File: src/rtl/slave_pkg.sv
// Shared types and constants for the crossbar slave memory bank.
package slave_pkg;

    localparam int   ID_W      = 4;
    localparam logic CMD_READ  = 1'b0;
    localparam logic CMD_WRITE = 1'b1;

    typedef enum logic [1:0] {
        S_IDLE,
        S_ACK,
        S_WAIT,
        S_RESP
    } state_e;

endpackage

File: src/rtl/slave_mem_bank_array.sv
// Word storage for slave_mem_bank: synchronous write, asynchronous read, no reset.
module slave_mem_array #(
    parameter int DATA_W     = 32,
    parameter int DEPTH_LOG2 = 4
) (
    input  logic                  clk_i,
    input  logic                  we_i,
    input  logic [DEPTH_LOG2-1:0] idx_i,
    input  logic [DATA_W-1:0]     wdata_i,
    output logic [DATA_W-1:0]     rdata_o
);

    logic [DATA_W-1:0] mem_q [2**DEPTH_LOG2];

    always_ff @(posedge clk_i) begin
        if (we_i) begin
            mem_q[idx_i] <= wdata_i;
        end
    end

    assign rdata_o = mem_q[idx_i];

endmodule

File: src/rtl/slave_mem_bank.sv
// Crossbar slave: word-addressed bank behind req/ack/resp with WAIT_CYCLES response delay.
// Define SLAVE_MEM_BANK_ERR_EN to reject addresses whose ID field differs from SLAVE_ID.
module slave_mem_bank
    import slave_pkg::*;
#(
    parameter int              DATA_W      = 32,
    parameter int              ADDR_W      = 32,
    parameter int              DEPTH_LOG2  = 4,
    parameter logic [ID_W-1:0] SLAVE_ID    = 4'h1,
    parameter int              WAIT_CYCLES = 0
) (
    input  logic              slave_clk,
    input  logic              slave_rst_in,
    input  logic              slave_req,
    input  logic              slave_cmd,
    input  logic [ADDR_W-1:0] slave_addr,
    input  logic [DATA_W-1:0] slave_wdata,
    output logic              slave_ack,
    output logic              slave_resp,
    output logic [DATA_W-1:0] slave_rdata,
    output logic              slave_busy,
    output logic              slave_err
);

    localparam int CNT_W = (WAIT_CYCLES > 0) ? $clog2(WAIT_CYCLES + 1) : 1;

    state_e                  state_q, state_d;
    logic [CNT_W-1:0]        cnt_q, cnt_d;
    logic                    cmd_q;
    logic [DEPTH_LOG2-1:0]   idx_q;
    logic [DATA_W-1:0]       wdata_q;
    logic [DATA_W-1:0]       rdata_q;
    logic [DATA_W-1:0]       mem_rdata;
    logic                    hit;
    logic                    enter_resp;
    logic                    mem_we;
    logic                    addr_unused;

    // Only the index (and optionally the ID field) of the address is decoded.
    assign addr_unused = ^slave_addr;

    always_ff @(posedge slave_clk) begin
        if (slave_rst_in) begin
            state_q <= S_IDLE;
        end else begin
            state_q <= state_d;
        end
    end

    always_comb begin
        state_d = state_q;
        unique case (state_q)
            S_IDLE:  if (slave_req) state_d = S_ACK;
            S_ACK:   state_d = (WAIT_CYCLES == 0) ? S_RESP : S_WAIT;
            S_WAIT:  if (cnt_q == CNT_W'(1)) state_d = S_RESP;
            S_RESP:  state_d = S_IDLE;
            default: state_d = S_IDLE;
        endcase
    end

    always_comb begin
        slave_ack  = (state_q == S_ACK);
        slave_resp = (state_q == S_RESP);
        slave_busy = (state_q != S_IDLE);
    end

    always_comb begin
        cnt_d = cnt_q;
        if (state_q == S_ACK) begin
            cnt_d = CNT_W'(WAIT_CYCLES);
        end else if (state_q == S_WAIT) begin
            cnt_d = cnt_q - 1'b1;
        end
    end

    // Reset on the commit edge drops the pending write.
    assign enter_resp = (state_d == S_RESP) && (state_q != S_RESP) && !slave_rst_in;
    assign mem_we     = enter_resp && (cmd_q == CMD_WRITE) && hit;

    always_ff @(posedge slave_clk) begin
        if (slave_rst_in) begin
            cnt_q   <= '0;
            cmd_q   <= CMD_READ;
            idx_q   <= '0;
            wdata_q <= '0;
            rdata_q <= '0;
        end else begin
            cnt_q   <= cnt_d;
            rdata_q <= (enter_resp && (cmd_q == CMD_READ) && hit) ? mem_rdata : '0;
            if (state_q == S_IDLE && slave_req) begin
                cmd_q   <= slave_cmd;
                idx_q   <= slave_addr[DEPTH_LOG2-1:0];
                wdata_q <= slave_wdata;
            end
        end
    end

`ifdef SLAVE_MEM_BANK_ERR_EN
    logic hit_q;
    logic err_q;

    always_ff @(posedge slave_clk) begin
        if (slave_rst_in) begin
            hit_q <= 1'b0;
            err_q <= 1'b0;
        end else begin
            err_q <= enter_resp && !hit_q;
            if (state_q == S_IDLE && slave_req) begin
                hit_q <= (slave_addr[ADDR_W-1 -: ID_W] == SLAVE_ID);
            end
        end
    end

    assign hit       = hit_q;
    assign slave_err = err_q;
`else
    assign hit       = 1'b1;
    assign slave_err = 1'b0;
`endif

    assign slave_rdata = rdata_q;

    slave_mem_array #(
        .DATA_W     (DATA_W),
        .DEPTH_LOG2 (DEPTH_LOG2)
    ) u_array (
        .clk_i   (slave_clk),
        .we_i    (mem_we),
        .idx_i   (idx_q),
        .wdata_i (wdata_q),
        .rdata_o (mem_rdata)
    );

endmodule

File: config.mk
export PLATFORM = sky130hd
export DESIGN_NAME = slave_mem_bank
export DESIGN_NICKNAME = d
export VERILOG_FILES = /design/src/rtl/slave_pkg.sv /design/src/rtl/slave_mem_bank_array.sv /design/src/rtl/slave_mem_bank.sv
export SDC_FILE = /design/constraint.sdc
export NUM_CORES = 1
export LEC_CHECK = 0
export ABC_AREA = 1
export BUFFER_PORTS_ARGS = -buffer_cell sky130_fd_sc_hd__buf_2
export CORE_MARGIN = 2
export CORE_UTILIZATION = 60
export DETAILED_ROUTE_END_ITERATION = 10
export GPL_ROUTABILITY_DRIVEN = 0
export PLACE_DENSITY = 0.78
export SLEW_MARGIN = 20
export SYNTH_ARGS = -nofsm -noshare
export SYNTH_HDL_FRONTEND = slang
export SYNTH_HIERARCHICAL = 1
export SYNTH_SLANG_ARGS = --single-unit
File: constraint.sdc
create_clock -name slave_clk -period 4.15 [get_ports slave_clk]
set_input_delay 0.6225 -clock slave_clk [delete_from_list [all_inputs] [get_ports slave_clk]]
set_output_delay 0.6225 -clock slave_clk [all_outputs]
set_load 0.05 [all_outputs]
**Word-level counts from Yosys, hierarchy flattened**

Memories as Yosys holds them, arrays and structs flattened. A register that Yosys moved wholly into a read port is not among the register bits.
Cells that the tools add are included.
W data, S select, Z words.

- Memories: 1
- Register bits after elaboration: 40
- Output and inout bits: 36
- Memory bits (read-only): 0
- Latch bits: 0
- Memory bits (writable): 512

- Shifts and indexed selects: 0
- Multipliers: 0
- Divide/modulo/power cells: 0
- Add/subtract/negate cells: 1
- Reductions and logical operators: 10
- Equal/unequal tests: 5
- Mux-type cells: 5
- Order comparisons: 0
- Bitwise logic cells: 2

Memory list:

| name | depth | bits a word | read ports | clocked after memory_dff | wr ports | RTL line | text |
|---|---|---|---|---|---|---|---|
| u_array.mem_q | 16 | 32 | 1 | 1 | 1 | slave_mem_bank_array.sv:13 | `logic [DATA_W-1:0] mem_q [2**DEPTH_LOG2];` |

Operator list:

| cell | count |
|---|---|
| $pmux W2 S4 | 1 |
| $eq A2 B2 Y1 const B | 3 |
| $logic_and A1 B1 Y1 | 5 |
| $mux W2 | 2 |
| $reduce_or A2 Y1 | 2 |
| $eq A2 B1 Y1 const B | 1 |
| $logic_not A2 Y1 | 1 |
| $mux W1 | 2 |
| $ne A2 B2 Y1 const B | 1 |
| $not A1 Y1 | 2 |
| $reduce_bool A2 Y1 | 1 |
| $logic_not A1 Y1 | 1 |
| $sub A1 B1 Y1 const B | 1 |

**Logic depth before layout (Yosys ltp)**

Gate-level depths: netlist (run 1).

- Word-level depth: 8
- Mapped depth: 14

**Cells and area by module**

Netlist (run 1), hierarchy kept.

Modules (own cells, without submodules):

| module | sequential area each (um^2) | area each (um^2) | times used | cells an instance |
|---|---|---|---|---|
| slave_mem_array | 15374.7 | 21573.2 | 1 | 2081 |
| slave_mem_bank | 1441.4 | 2499.9 | 1 | 291 |

**Worst setup path before layout (run 1)**

No wires, ideal clock.

- Path kind: register -> register
- Start point: register state_q[1]
- End point: memory u_array.mem_q[3][0] (enable)
- Path slack: 809 ps
- Path buffers: 0
- Data arrival time: 2920 ps
- Data required time: 3729 ps
- Cell stages (with the launch flop): 9
- Clock period less this slack: 3341 ps
- Cells stage by stage: dfxtp_1 -> inv_1 -> ha_1 -> nor2_1 -> nand3_1 -> nand2_1 -> nor2_1 -> nand3_1 -> nor2_1

- Word-level cells in the longest chain between the ends: 8

Ends and longest elaborated chain:

| element | RTL line | text |
|---|---|---|
| start: declaration | slave_mem_bank.sv:27 | `state_e state_q, state_d;` |
| start signal: assignment | slave_mem_bank.sv:46 | `state_q <= state_d;` |
| $eq A2 B1 Y1 | n/a |  |
| named net slave_ack | slave_mem_bank.sv:18 | `output logic slave_ack,` |
| $pmux W2 S4 | slave_mem_bank.sv:52 | `unique case (state_q)` |
| $eq A2 B2 Y1 | slave_mem_bank.sv:77 | `assign enter_resp = (state_d == S_RESP) && (state_q != S_RESP) && !slave_rst_in;` |
| $logic_and A1 B1 Y1 (2 in series) | slave_mem_bank.sv:77 |  |
| $logic_and A1 B1 Y1 | slave_mem_bank.sv:78 | `assign mem_we = enter_resp && (cmd_q == CMD_WRITE) && hit;` |
| named net mem_we | slave_mem_bank.sv:36 | `logic mem_we;` |
| $mux W1 | slave_mem_bank_array.sv:16 | `if (we_i) begin` |
| $mux W1 (not written as such) | slave_mem_bank_array.sv:17 | `mem_q[idx_i] <= wdata_i;` |
| end: declaration | slave_mem_bank_array.sv:13 |  |

The timed path passes the listed nets, and every way through them passes these cells.

**Final worst setup path (run 1)**

- Start point: register state_q[0]
- End point: memory u_array.mem_q[10][4] (enable)

- Word-level cells in the longest chain between the ends: 8

Ends and longest elaborated chain:

| element | RTL line |
|---|---|
| $eq A2 B2 Y1, or another cell as far along | slave_mem_bank.sv:52 |
| $pmux W2 S4 * | slave_mem_bank.sv:52 |
| named net state_d[1] | slave_mem_bank.sv:27 |
| $eq A2 B2 Y1 * | slave_mem_bank.sv:77 |
| $logic_and A1 B1 Y1 * (2 in series) | slave_mem_bank.sv:77 |
| $logic_and A1 B1 Y1 * | slave_mem_bank.sv:78 |
| named net mem_we | slave_mem_bank.sv:36 |
| $mux W1 * | slave_mem_bank_array.sv:16 |
| $mux W1 (not written as such) * | slave_mem_bank_array.sv:17 |

Mark *: on every way through the listed nets, which the timed path passes. The rest lies on a longest branch.

==> metrics.txt, run 1 <==
htree depth 2; vias in the first global route 15.5k; Final period util 0.788; Combinational Power Share 0.217; Required @ worst endpoint 4.46 ns; Clock Tree Buf Depth 3; Fin Setup TNS 0 ns; final WL 53.2 mm; first-pass GRT wire length 82.1 mm; Tot GR Track Use 0.258; fraction of registers with async set/reset 0; #FFs+latches synth 584; GR Overflow Total 0; Net Switching 0.00541 W; P_int 0.0111 W; most common cell after layout, fill and taps aside nand2_1; Leak 11.5 nW; Post-synth EDFFs 512; worst-path cell with the longest stage delay nor2_4; Crit. End Element flip-flop; layout cells sized above 1 0.105; R2R Setup Slk 0.88 ns; Area Growth Syn to Fin 11.3%; Clock power frac 0.320; via count 16.0k; Mapped Cells 2372; Die H 204 um; starting DRC count in detailed routing 1452; clk root buf clkbuf_16; beginning of the critical path state_q[0]; Flop pwr share 0.463; CTS clk-pin slew, worst paths 0.06 ns; Worst Setup EP u_array/mem_q[10][4]; Yosys cell types 26; final hold violation count 0; CP Cell Sequence inv_1 -> ha_1 -> nand2_2 -> nor2_4 -> nand2_1 -> nor2_1 -> nand3_1 -> nor2_4 -> buf_4; cts hold-fix bufs 0; Max Cap Viol 0; postcts setup bufs 0; outcome completed; worst reg2reg startpoint state_q[0]; highest clock rate 306 MHz; power density cells 616 nW/um^2; largest net degree at the start of global routing 187; design area 26800 sq um; Rows 73; Nets 2497; Slew Limit Fails 0; Setup Skew 0.0239 ns; Rel. slew slack 0.225; Core Area 39600 sq um; Crit Path Max Fanout 22; switching share of total power 0.328; Setup Crit Path Kind reg -> reg; post-place instance area 24800 sq um; initial core utilization 0.607; Ports 104; WHS 0.220 ns; clock latency on the worst-skew pair 0.61 ns; ANT nets after route 0; most frequent CP cell nor2_4; Syn Nets 2445; RSZ-0062 raised after global routing no; DIE AREA 41700 sq um; Critical R2R Capture u_array/mem_q[10][4]; drt drc 0; Avg Inst Size Synth 10.1 sq um; mapped cell area 24100 sq um; DR pass1 iterations 5; Routed WL per cell 17.8 um; # port buffers 74; CTS tree built; # resized after CTS 0; CTS Buf Count 55; fin util 0.676; Startpoint Class flip-flop; chip width 204 um; Clock Sinks 584; Hold Path Class in -> reg; Synth Warn # 6; initial antenna violation count 0; max incr delay on CP 0.87 ns; commonest non-fill, non-tap cells in the layout 1384 x nand2_1, 512 x edfxtp_1, 107 x inv_1, 79 x nor2_1, 74 x buf_2; Via density 5.34; Tot Pwr 0.0165 W; worst reg2reg path depth 9; Final Setup Violations 0; final period demand of the worst path 3.27 ns; WP data arrival 3.58 ns; DPL Wire Length 28.1 mm; worst IR drop on VDD 0.806 mV; Worst Tran Pin Value 1.16 ns; main flop type after synthesis edfxtp_1; sequential area share after synthesis 0.699
[power groups by stage]
stage	clock (W)	combinational [W]	sequential, W
2_1_floorplan	0	0.00264	0.00765
3_3_place_gp	0	0.00341	0.00771
3_5_place_dp	0	0.00350	0.00775
4_1_cts	0.00534	0.00354	0.00763
5_1_grt	0.00557	0.00400	0.00770
6_report	0.00528	0.00358	0.00764
[area by class of cell]
class | instances | area (sq um)
clock inverters | 34 | 377
repair buffers | 108 | 733
multi-input cells | 1564 | 6210
fillers | 2783 | 12900
inverters | 111 | 424
diodes | 1 | 2.50
well taps | 525 | 657
clock buffers | 69 | 1560
flip-flops and latches | 584 | 16800
[synth_stat cells, drive strengths merged, types with 5 or more instances]
master | instances | area [sq um]
o21ai | 37 | 185
buf | 101 | 716
edfxtp | 512 | 15400
dfxtp | 72 | 1440
nand3 | 5 | 25.0
nor2 | 128 | 563
ha | 5 | 62.6
nand2 | 1385 | 5200
clkbuf | 12 | 46.3
inv | 110 | 418
[per-stage QoR]
step	instances	setup WS, ns
global placement	2891	1.03
global route	2995	0.711
detailed placement	2891	0.959
finish	2996	0.882
CTS	2994	0.930
floorplan	2372	0.809
[registers in the layout, indices dropped and copies added, names as in the netlist]
signal and flops:
cnt_q 1, u_array/mem_q 512, state_q 2, wdata_q 32, idx_q 4, cmd_q 1, slave_rdata 32
[metal layers]
| layer | GRT usage | up-vias | share of wire |
|---|---|---|---|
| li1 | - | 7646 | - |
| met1 | 0.345 | 7512 | 0.40 |
| met2 | 0.433 | 716 | 0.49 |
| met3 | 0.0373 | 116 | 0.085 |
| met4 | 0.0983 | 0 | 0.030 |
| met5 | 0 | - | 0 |
[cell families (layout without fill, tap and decap cells)]
group                      after synthesis  count (layout)  share of synthesized area
buffers and inverters                  224             322                     0.0492
adders and majority gates                5               5                    0.00260
and+or+nand+nor                       1520            1520                      0.242
other                                    1               2                   0.000156
DFF                                    584             584                      0.699
AOI/OAI and AO/OA                       38              38                    0.00790
[worst max-delay path: cells and delay by family (launching register included)]
kind                     cells  cell delay, ns
adder cells (fa/ha/maj)      1            0.30
AND/OR/NAND/NOR              6            1.82
buffers and inverters        2            0.41
flip-flops                   1            0.41
[worst min path at each step]
stage	from	end	slack [ns]	cells after the start
after floorplan	idx_q[1]	idx_q[1]	0.45	2
final	slave_rst_in	cnt_q	0.22	2
after CTS	slave_rst_in	cnt_q	0.19	2
after detailed placement	cnt_q	cnt_q	0.49	2
after global placement	cnt_q	cnt_q	0.49	2
after global routing	slave_rst_in	cnt_q	0.19	2
(Power assumes the default switching activity.)
==> run 2, diff against run 1 <==
--- a/config.mk
+++ b/config.mk
@@ -8,10 +8,10 @@
 export ABC_AREA = 1
 export BUFFER_PORTS_ARGS = -buffer_cell sky130_fd_sc_hd__buf_2
 export CORE_MARGIN = 2
-export CORE_UTILIZATION = 60
+export CORE_UTILIZATION = 55
 export DETAILED_ROUTE_END_ITERATION = 10
 export GPL_ROUTABILITY_DRIVEN = 0
-export PLACE_DENSITY = 0.78
+export PLACE_DENSITY = 0.75
 export SLEW_MARGIN = 20
 export SYNTH_ARGS = -nofsm -noshare
 export SYNTH_HDL_FRONTEND = slang
==> constraint.sdc (replaced) <==
create_clock -name slave_clk -period 2.6 [get_ports slave_clk]
set_input_delay 0.39 -clock slave_clk [delete_from_list [all_inputs] [get_ports slave_clk]]
set_output_delay 0.39 -clock slave_clk [all_outputs]
set_load 0.05 [all_outputs]
==> run 2 against run 1 <==
  * Count of clock-buffer cells in the layout increased by 14
  * Hold slack got worse by 0.19 ns
  * Register-to-register slack got worse by 0.82 ns
  * Critical endpoint is now u_array/mem_q[2][16]
  * Power increased by 62%
==> metrics.txt, run 2 (synthesized netlist as in run 1, its figures left out) <==
worst reg2reg startpoint state_q[0]; Nets 2531; Rows 76; final WL 53.6 mm; commonest non-fill, non-tap cells in the layout 1384 x nand2_1, 512 x edfxtp_1, 107 x inv_1, 79 x nor2_1, 74 x buf_2; Startpoint Class flip-flop; critical path's top delay family simple AND/OR/NAND/NOR gates; ANT nets after route 0; beginning of the critical path state_q[0]; first-pass GRT wire length 83.8 mm; ant diodes 0; postcts setup bufs 0; largest net degree at the start of global routing 106; clock latency on the worst-skew pair 0.62 ns; most common cell after layout, fill and taps aside nand2_1; starting DRC count in detailed routing 1613; Worst Path Buf+Inv 3; Setup Crit Path Kind reg -> reg; via count 15.9k; Tot GR Track Use 0.245; clk root buf clkbuf_16; WP data arrival 2.84 ns; worst-path cell with the longest stage delay dfxtp_1; min-delay src slave_wdata[30]; layout cells sized above 1 0.114; CP Cell Sequence inv_1 -> ha_1 -> nand2_2 -> nor2_4 -> nand2_1 -> nor2_1 -> buf_4 -> nand3_1 -> nor2_4 -> buf_4; DR pass1 iterations 6; Clock Tree Buf Depth 3; Required @ worst endpoint 2.89 ns; highest clock rate 393 MHz; vias in the first global route 15.8k; Layout fillers 3311; design area 27400 sq um; initial antenna violation count 0; Multi-input gate area 6210 sq um; Routed WL per cell 17.3 um; chip width 213 um; CTS tree built; Max Cap Viol 0; CTS Buf Count 58; Reg with most FFs u_array/mem_q; initial core utilization 0.558; # port buffers 74; Slew Limit Fails 0; Clock Sinks 584; RSZ-0062 raised after global routing yes; power density cells 975 nW/um^2; Crit. End Element flip-flop; drt drc 0; fin util 0.634; Die H 213 um; Rel. slew slack 0.446; WHS 0.0288 ns; GR Overflow Total 0; Final Setup Violations 0; CTS clk-pin slew, worst paths 0.06 ns; final hold violation count 0; Ports 104; Crit Path Max Fanout 15; Hold Path Class in -> reg; worst IR drop on VDD 0.806 mV; R2R Setup Slk 0.06 ns; htree depth 2; Via density 5.14; DPL Wire Length 30.7 mm; DIE AREA 45500 sq um; Leak 11.7 nW; outcome completed; Final period util 0.978; max incr delay on CP 0.41 ns; max FFs per register 512; # resized after CTS 0; Core Area 43200 sq um; final period demand of the worst path 2.54 ns; Area Growth Syn to Fin 13.7%; Setup Skew 0.0248 ns; Worst Tran Pin Value 0.830 ns; storage element area 16800 sq um; post-place instance area 25300 sq um
run 2: changes by cell type in the layout (fill, tap and decap cells not counted), sizes merged:
cell and delta:
buf +26, clkbuf +14, clkinv -7, dlygate4sd3 +5, bufinv -3, inv +2, clkinvlp +1, diode -1
run 2: worst register-to-register path: stages (launching register included):
cell and delay, ns:
dfxtp_1 0.41, inv_1 0.11, ha_1 0.31, nand2_2 0.08, nor2_4 0.12, nand2_1 0.07, nor2_1 0.11, buf_4 0.16
nand3_1 0.32, nor2_4 0.23, buf_4 0.29
run 2: per-layer routing:
layer | share of wire | vias to the layer above | track usage
met2 | 0.47 | 597 | 0.406
met1 | 0.41 | 7475 | 0.321
met5 | 0 | - | 0
li1 | - | 7720 | -
met4 | 0.034 | 0 | 0.102
met3 | 0.081 | 111 | 0.0441
run 2: cell type report:
type | instances | area share
multi-input cells | 1564 | 0.227
flip-flops and latches | 584 | 0.615
inverters | 111 | 0.0155
clock inverters | 27 | 0.00965
well taps | 585 | 0.0268
repair buffers | 139 | 0.0423
clock buffers | 83 | 0.0640
run 2: path summary, 6_finish.rpt:
path	to	cells past startpoint
max reg2reg	u_array/mem_q[2][16]	10
min	wdata_q[30]	3
max	u_array/mem_q[2][16]	10
min reg2reg	cmd_q	2
run 2: timing repair:
| item | CTS | global route |
|---|---|---|
| endpoints found under the hold margin | 6 | 0 |
| setup endpoints to repair | 0 | 360 |
| hold buffers | 5 | 0 |
run 2: per-stage QoR:
step           instances  worst slack (ns)  TNS (ns)  total power, W
2_1_floorplan       2372            -0.288   -139.62          0.0165
3_3_place_gp        2978             0.165         0          0.0181
3_5_place_dp        2978            0.0602         0          0.0182
4_1_cts             3093            0.0377         0          0.0268
5_1_grt             3093           -0.0959    -16.42          0.0280
6_report            3093            0.0584         0          0.0267
run 2: power by group:
group | total (W) | internal, W | switching [W]
combinational | 0.00596 | 0.00163 | 0.00434
clock | 0.00856 | 0.00510 | 0.00346
sequential | 0.0122 | 0.0112 | 0.000934
total | 0.0267 | 0.0179 | 0.00873
